$ cat src/rtl/score_display_driver_if.sv
// Score display bus: load strobe and binary value in, conversion status and
// active-low segment outputs back.
interface score_display_driver_if #(
    parameter int BIN_WIDTH  = 16,
    parameter int NUM_DIGITS = 6
);
    logic                      load;
    logic [BIN_WIDTH-1:0]      value;
    logic                      busy;
    logic                      done;
    logic                      overflow;
    logic [7*NUM_DIGITS-1:0]   leds;

    modport master (output load, value, input busy, done, overflow, leds);
    modport slave  (input load, value, output busy, done, overflow, leds);
endinterface

$ cat src/rtl/score_display_driver.sv
// Multi-digit seven-segment score driver: binary to BCD via a sequential
// shift-add-3 engine, then overflow dashes, optional leading-zero blanking
// and active-low segment decode.
//
// state      | meaning
// -----------+-----------------------------------------------------------
// ST_IDLE    | waiting for load; outputs hold the last result
// ST_CONVERT | one add-3/shift step per cycle, BIN_WIDTH cycles
// ST_UPDATE  | new leds/overflow visible, done high, busy still high
module score_display_driver #(
    parameter int BIN_WIDTH     = 16,
    parameter int NUM_DIGITS    = 6,
    parameter int BLANK_LEADING = 1
) (
    input  logic                  clk,
    input  logic                  reset,
    score_display_driver_if.slave bus
);
    // Enough BCD digits for any BIN_WIDTH value, and never fewer than shown.
    localparam int INT_CALC   = (BIN_WIDTH * 3) / 10 + 1;
    localparam int INT_DIGITS = (NUM_DIGITS > INT_CALC) ? NUM_DIGITS : INT_CALC;
    localparam int BCD_W      = 4 * INT_DIGITS;
    localparam int LED_W      = 7 * NUM_DIGITS;
    localparam int CNT_W      = (BIN_WIDTH > 1) ? $clog2(BIN_WIDTH) : 1;

    localparam logic [6:0] SEG_BLANK = 7'b1111111;
    localparam logic [6:0] SEG_DASH  = 7'b0111111;

    typedef enum logic [1:0] {
        ST_IDLE    = 2'd0,
        ST_CONVERT = 2'd1,
        ST_UPDATE  = 2'd2
    } state_t;

    state_t                   r_state;
    state_t                   w_state_next;
    logic [BIN_WIDTH-1:0]     r_bin;
    logic [BCD_W-1:0]         r_bcd;
    logic [CNT_W-1:0]         r_cnt;
    logic [LED_W-1:0]         r_leds;
    logic                     r_overflow;
    logic                     r_done;
    logic                     r_busy;

    logic [BCD_W-1:0]         w_bcd_adj;
    logic [BCD_W+BIN_WIDTH-1:0] w_shift;
    logic [BCD_W-1:0]         w_bcd_next;
    logic [BIN_WIDTH-1:0]     w_bin_next;
    logic                     w_cnt_tc;
    logic                     w_ovf;
    logic [LED_W-1:0]         w_leds;

    function automatic logic [6:0] seg7(input logic [3:0] digit);
        logic [6:0] seg;
        case (digit)
            4'd0:    seg = 7'b1000000;
            4'd1:    seg = 7'b1111001;
            4'd2:    seg = 7'b0100100;
            4'd3:    seg = 7'b0110000;
            4'd4:    seg = 7'b0011001;
            4'd5:    seg = 7'b0010010;
            4'd6:    seg = 7'b0000010;
            4'd7:    seg = 7'b1111000;
            4'd8:    seg = 7'b0000000;
            4'd9:    seg = 7'b0010000;
            default: seg = SEG_BLANK;
        endcase
        return seg;
    endfunction

    // One double-dabble step: add 3 to every nibble >= 5, then shift {bcd,bin}.
    always_comb begin
        w_bcd_adj = r_bcd;
        for (int i = 0; i < INT_DIGITS; i++) begin
            if (r_bcd[4*i +: 4] >= 4'd5)
                w_bcd_adj[4*i +: 4] = r_bcd[4*i +: 4] + 4'd3;
        end
        w_shift    = {w_bcd_adj, r_bin} << 1;
        w_bcd_next = w_shift[BCD_W+BIN_WIDTH-1 : BIN_WIDTH];
        w_bin_next = w_shift[BIN_WIDTH-1:0];
    end

    assign w_cnt_tc = (r_cnt == '0);

    // Display image of the post-step BCD value, so it can be latched on the
    // final conversion edge without an extra pipeline stage.
    always_comb begin
        logic       v_lead;
        logic [3:0] v_digit;
        w_ovf   = 1'b0;
        w_leds  = '1;
        v_lead  = 1'b1;
        v_digit = 4'd0;
        for (int i = NUM_DIGITS; i < INT_DIGITS; i++)
            w_ovf = w_ovf | (|w_bcd_next[4*i +: 4]);
        for (int k = NUM_DIGITS - 1; k >= 0; k--) begin
            v_digit = w_bcd_next[4*k +: 4];
            v_lead  = v_lead & (v_digit == 4'd0);
            if (w_ovf)
                w_leds[7*k +: 7] = SEG_DASH;
            else if ((BLANK_LEADING != 0) && (k != 0) && v_lead)
                w_leds[7*k +: 7] = SEG_BLANK;
            else
                w_leds[7*k +: 7] = seg7(v_digit);
        end
    end

    // State register.
    always_ff @(posedge clk) begin
        if (reset)
            r_state <= ST_IDLE;
        else
            r_state <= w_state_next;
    end

    // Next-state logic; load is only honoured from idle.
    always_comb begin
        w_state_next = r_state;
        case (r_state)
            ST_IDLE:    if (bus.load) w_state_next = ST_CONVERT;
            ST_CONVERT: if (w_cnt_tc) w_state_next = ST_UPDATE;
            ST_UPDATE:  w_state_next = ST_IDLE;
            default:    w_state_next = ST_IDLE;
        endcase
    end

    // Conversion datapath and registered outputs.
    always_ff @(posedge clk) begin
        if (reset) begin
            r_bin      <= '0;
            r_bcd      <= '0;
            r_cnt      <= '0;
            r_leds     <= '1;
            r_overflow <= 1'b0;
            r_done     <= 1'b0;
            r_busy     <= 1'b0;
        end else begin
            r_done <= 1'b0;
            case (r_state)
                ST_IDLE: begin
                    if (bus.load) begin
                        r_bin  <= bus.value;
                        r_bcd  <= '0;
                        r_cnt  <= CNT_W'(BIN_WIDTH - 1);
                        r_busy <= 1'b1;
                    end
                end
                ST_CONVERT: begin
                    r_bin <= w_bin_next;
                    r_bcd <= w_bcd_next;
                    r_cnt <= r_cnt - 1'b1;
                    if (w_cnt_tc) begin
                        r_leds     <= w_leds;
                        r_overflow <= w_ovf;
                        r_done     <= 1'b1;
                    end
                end
                ST_UPDATE: begin
                    r_busy <= 1'b0;
                end
                default: begin
                    r_busy <= 1'b0;
                end
            endcase
        end
    end

    assign bus.busy     = r_busy;
    assign bus.done     = r_done;
    assign bus.overflow = r_overflow;
    assign bus.leds     = r_leds;
endmodule
$ cat src/flat_wrapper.sv
// flat-port wrapper written by rule: the top's interface ports become plain ports
module score_display_driver_flat 
#(
    parameter int BIN_WIDTH     = 16,
    parameter int NUM_DIGITS    = 6,
    parameter int BLANK_LEADING = 1
)
  (clk, reset, bus_load, bus_value, bus_busy, bus_done, bus_overflow, bus_leds);
  score_display_driver_if #(.BIN_WIDTH(BIN_WIDTH), .NUM_DIGITS(NUM_DIGITS)) bus_i ();
  input  logic clk;
  input  logic reset;
  input wire logic [$bits(bus_i.load)-1:0] bus_load;
  input wire logic [$bits(bus_i.value)-1:0] bus_value;
  output wire logic [$bits(bus_i.busy)-1:0] bus_busy;
  output wire logic [$bits(bus_i.done)-1:0] bus_done;
  output wire logic [$bits(bus_i.overflow)-1:0] bus_overflow;
  output wire logic [$bits(bus_i.leds)-1:0] bus_leds;
  assign bus_i.load = bus_load;
  assign bus_i.value = bus_value;
  assign bus_busy = bus_i.busy;
  assign bus_done = bus_i.done;
  assign bus_overflow = bus_i.overflow;
  assign bus_leds = bus_i.leds;
  score_display_driver #(.BIN_WIDTH(BIN_WIDTH), .NUM_DIGITS(NUM_DIGITS), .BLANK_LEADING(BLANK_LEADING)) u_core (.clk(clk), .reset(reset), .bus(bus_i));
endmodule
$ cat config.mk
export PLATFORM = sky130hd
export DESIGN_NAME = score_display_driver_flat
export DESIGN_NICKNAME = d
export VERILOG_FILES = /design/src/rtl/score_display_driver_if.sv /design/src/rtl/score_display_driver.sv /design/src/flat_wrapper.sv
export SDC_FILE = /design/constraint.sdc
export NUM_CORES = 1
export LEC_CHECK = 0
export ABC_AREA = 1
export BUFFER_PORTS_ARGS = -buffer_cell sky130_fd_sc_hd__buf_2
export CAP_MARGIN = 20
export CORE_UTILIZATION = 55
export DETAILED_ROUTE_END_ITERATION = 8
export GPL_TIMING_DRIVEN = 0
export PLACE_DENSITY = 0.8
export SYNTH_ARGS = -nofsm -noshare
export SYNTH_HDL_FRONTEND = slang
export SYNTH_SLANG_ARGS = --single-unit
$ cat constraint.sdc
create_clock -name clk -period 2.87 [get_ports clk]
set_clock_uncertainty 0.15 [all_clocks]
set_input_delay 0.1435 -clock clk [delete_from_list [all_inputs] [get_ports clk]]
set_output_delay 0.1435 -clock clk [all_outputs]
set_load 0.01 [all_outputs]
==> summary.txt <==
Placed design
  • Placed inst area: 5660 sq um
  • Hpwl dp: 9.07 mm
  • Final Wtd Congestion: 0.889
  • Port bufs: 61
  • Pre-CTS WS: 0.254 ns

Layout
  • Layout cells sized above 1: 0.152
  • Finished Core Util: 0.657
  • Fill count: 792
  • Antenna cell count: 0
  • Nets: 899
  • Post-route cell area: 6050 sq um
  • Area growth syn-to-layout: 15.9%

Die
  • I/O Pins: 64
  • Rows: 35
  • Die ar.: 9880 sq um
  • Total core area: 9200 sq um
  • Die width: 99.4 microns
  • Initial core utilization: 0.567
  • DIE HEIGHT: 99.4 microns

Setup path
  • Worst setup EP type: register
  • Kind of critical path: reg -> reg
  • Critical-path cell list: inv_1 > ha_1 > inv_1 > nand2_2 > nand3_2 > xor2_1 > inv_1 > ha_1 > nand3_4 > nor2_8 > a21oi_2 > nand2_1 > nand2_1 > nand2_1
  • CP arrival: 2.75 ns
  • Top delay family on crit path: simple AND/OR/NAND/NOR gates
  • Worst EP required: 2.99 ns
  • CP max stage delay: 0.44 ns
  • Bufs and invs on worst path: 3
  • CP max-delay cell: dfxtp_1
  • Critical Path Fanout Max: 6
  • CP startpoint kind: register

Synthesis
  • Ranking of synthesized cells by area: dfxtp_1 35%, nand2_1 19%, ha_1 10%, a21oi_1 6.7%, inv_1 6.2%
  • Post-synth top flop: dfxtp_1
  • Syn Area/Cell: 6.98 sq um
  • Yosys top cell by area: dfxtp_1
  • Netlist cell types: 39
  • Post-synth ARST share: 0
  • Post-Syn Nets: 810
  • Sequential share of the synthesized area: 0.345
  • Number of synthesized flops with an enable pin: 0
  • Most numerous cell in the Yosys netlist: nand2_1
  • Syn. warnings: 0
  • Gate Count Post-Synth: 748
  • Mapped cell area: 5220 sq um
  • Synth Register Bits: 90
  • Top-area cell type share of the netlist area: 0.345
  • Most frequent cells after synthesis: 261 x nand2_1, 90 x dfxtp_1, 86 x inv_1

Power and ir drop
  • Sequential Power Share: 0.505
  • PnR Total Power: 2720 uW
  • Sw Pwr: 795 uW
  • P per Cell Area: 450 nW/um^2
  • Clock share of power: 0.342
  • Combinational share of power: 0.154
  • Internal power: 1920 uW
  • Worst ir drop on vdd: 0.302 mV
  • Switching share of power: 0.293
  • LEAKAGE: 0.00271 uW

Timing
  • RSZ-0062 raised after global routing: false
  • Final Slew Violations: 0
  • Worst setup margin: 0.242 ns
  • Highest clock rate: 0.381 GHz
  • Ratio of final minimum period to clock period: 0.916
  • Measured slew at the worst slew-check pin: 0.659 ns
  • Sum Neg Setup Slack: 0 ns
  • Final hold vios: 0
  • Final Setup Violations: 0
  • Fin crit period: 2.63 ns
  • Rel. slew slack: 0.559

Route
  • Via density: 5.28
  • Routed WL: 12.4 mm
  • Drt drc: 0
  • Drt pass-1 iters: 7
  • Iteration-0 DRC Markers: 190
  • Via Count: 5,036
  • Wire per inst: 13.0 microns
  • Post-route ant nets: 0

Global route
  • Largest net degree at the start of global routing: 17
  • Total grt overflow: 0
  • Vias in the first global route: 4,797
  • Initial antenna violation count: 0
  • GR Util All Layers: 0.262
  • Global-route wire length before repair: 21.0 mm

CTS
  • Clock buffer depth: 2
  • CTS Buf Count: 9
  • Clock sink count: 90
  • Setup bufs post-CTS: 0
  • Clk slew on worst S/H paths: 0.09 ns
  • CTS H-Tree Depth: 3
  • Later-pin clock latency in the skew report: 0.37 ns
  • CTS tree: done
  • CTS Root Cell: clkbuf_8

Job
  • # Max-Cap Violations: 0

Outcome
  • Status: complete, no violations

Worst hold path
  • Min-Delay Path Class: in -> reg
-- power by group through the flow --
| stage | Sequential (uW) | Clock, uW | Combinational (uW) |
|---|---|---|---|
| finish | 1370 | 929 | 418 |
| floorplan | 1420 | 0 | 232 |
| global route | 1380 | 987 | 472 |
| CTS | 1370 | 940 | 416 |
| detailed placement | 1400 | 0 | 397 |
| global placement | 1400 | 0 | 384 |
-- cell type report --
cell class	instances	area (sq um)	share of cell area
plain buffers	30	140	0.0232
clock buffers	10	138	0.0228
clock inverters	6	72.6	0.0120
inverters	87	327	0.0540
multi-input cells	541	2950	0.488
flip-flops and latches	90	1800	0.298
well taps	111	139	0.0230
repair buffers	78	475	0.0786
-- worst min-delay path: cells and delay by family --
family          cells  cell delay [ns]
buf+inv             2             0.38
compound gates      1             0.11
simple gates        1             0.08
-- final timing paths --
| path | startpoint | to | slack [ns] | cells after the start |
|---|---|---|---|---|
| hold / removal | reset | u_core.r_cnt[0] | 0.21 | 4 |
| setup / recovery | u_core.r_bcd[16] | u_core.bus.leds[28] | 0.24 | 14 |
| setup reg to reg | u_core.r_bcd[16] | u_core.bus.leds[28] | 0.24 | 14 |
| hold reg to reg | u_core.bus.leds[30] | u_core.bus.leds[30] | 0.32 | 2 |
-- what timing repair did --
action | in CTS | in global routing
endpoints found under the setup margin | 0 | 3
endpoints found under the hold margin | 17 | 0
hold buffers | 17 | 0
resized for setup | 0 | 1
-- stage by stage --
step,instances,hold slack [ns]
global placement,920,0.253
finish,953,0.214
floorplan,748,0.142
global route,953,0.266
detailed placement,920,0.278
CTS,953,0.198
-- sequential cells by signal, summed over array words and instances (netlist names) --
name and count:
u_core.r_state 2, u_core.bus.leds 42, u_core.bus.done 1, u_core.r_bcd 24, u_core.bus.busy 1, u_core.r_bin 16
u_core.r_cnt 4
-- cells in the final DEF (no fill, tap or decap), types with 4 or more instances in the layout --
cell type / synthesis / final
xor2_1: 6 / 6
a31oi_1: 11 / 11
ha_1: 43 / 43
nor3_1: 4 / 4
inv_1: 86 / 86
o22ai_1: 4 / 4
dlygate4sd3_1: 0 / 17
nand2_1: 261 / 261
nand3_2: 6 / 6
a22oi_1: 7 / 7
dfxtp_1: 90 / 90
nand4_1: 5 / 5
o211ai_1: 5 / 5
a21oi_1: 70 / 70
o21ai_1: 4 / 4
buf_2: 10 / 71
o21ai_0: 30 / 30
nor2_1: 14 / 14
nand3_1: 34 / 34
clkbuf_1: 17 / 17
nand2_2: 11 / 11
clkbuf_8: 0 / 10
-- kinds of logic (layout without fill, tap and decap cells) --
family          count (synthesis)  in the layout  share of synthesized area
simple gates                  350            350                      0.296
flops                          90             90                      0.345
fa+ha+maj                      43             43                      0.103
other cells                     1              1                   0.000719
buf+inv                       117            211                     0.0894
xor+xnor                        9              9                     0.0194
compound gates                138            138                      0.146
-- layer usage --
layer	up-vias	part of all wire	track usage	wire length, microns
met5	-	0	0	0
met4	0	0.032	0.120	397
met3	35	0.038	0.0408	474
met2	135	0.48	0.465	5980
met1	2302	0.45	0.310	5520
li1	2564	-	-	-
Note: power is estimated with default switching activity, not from simulation.
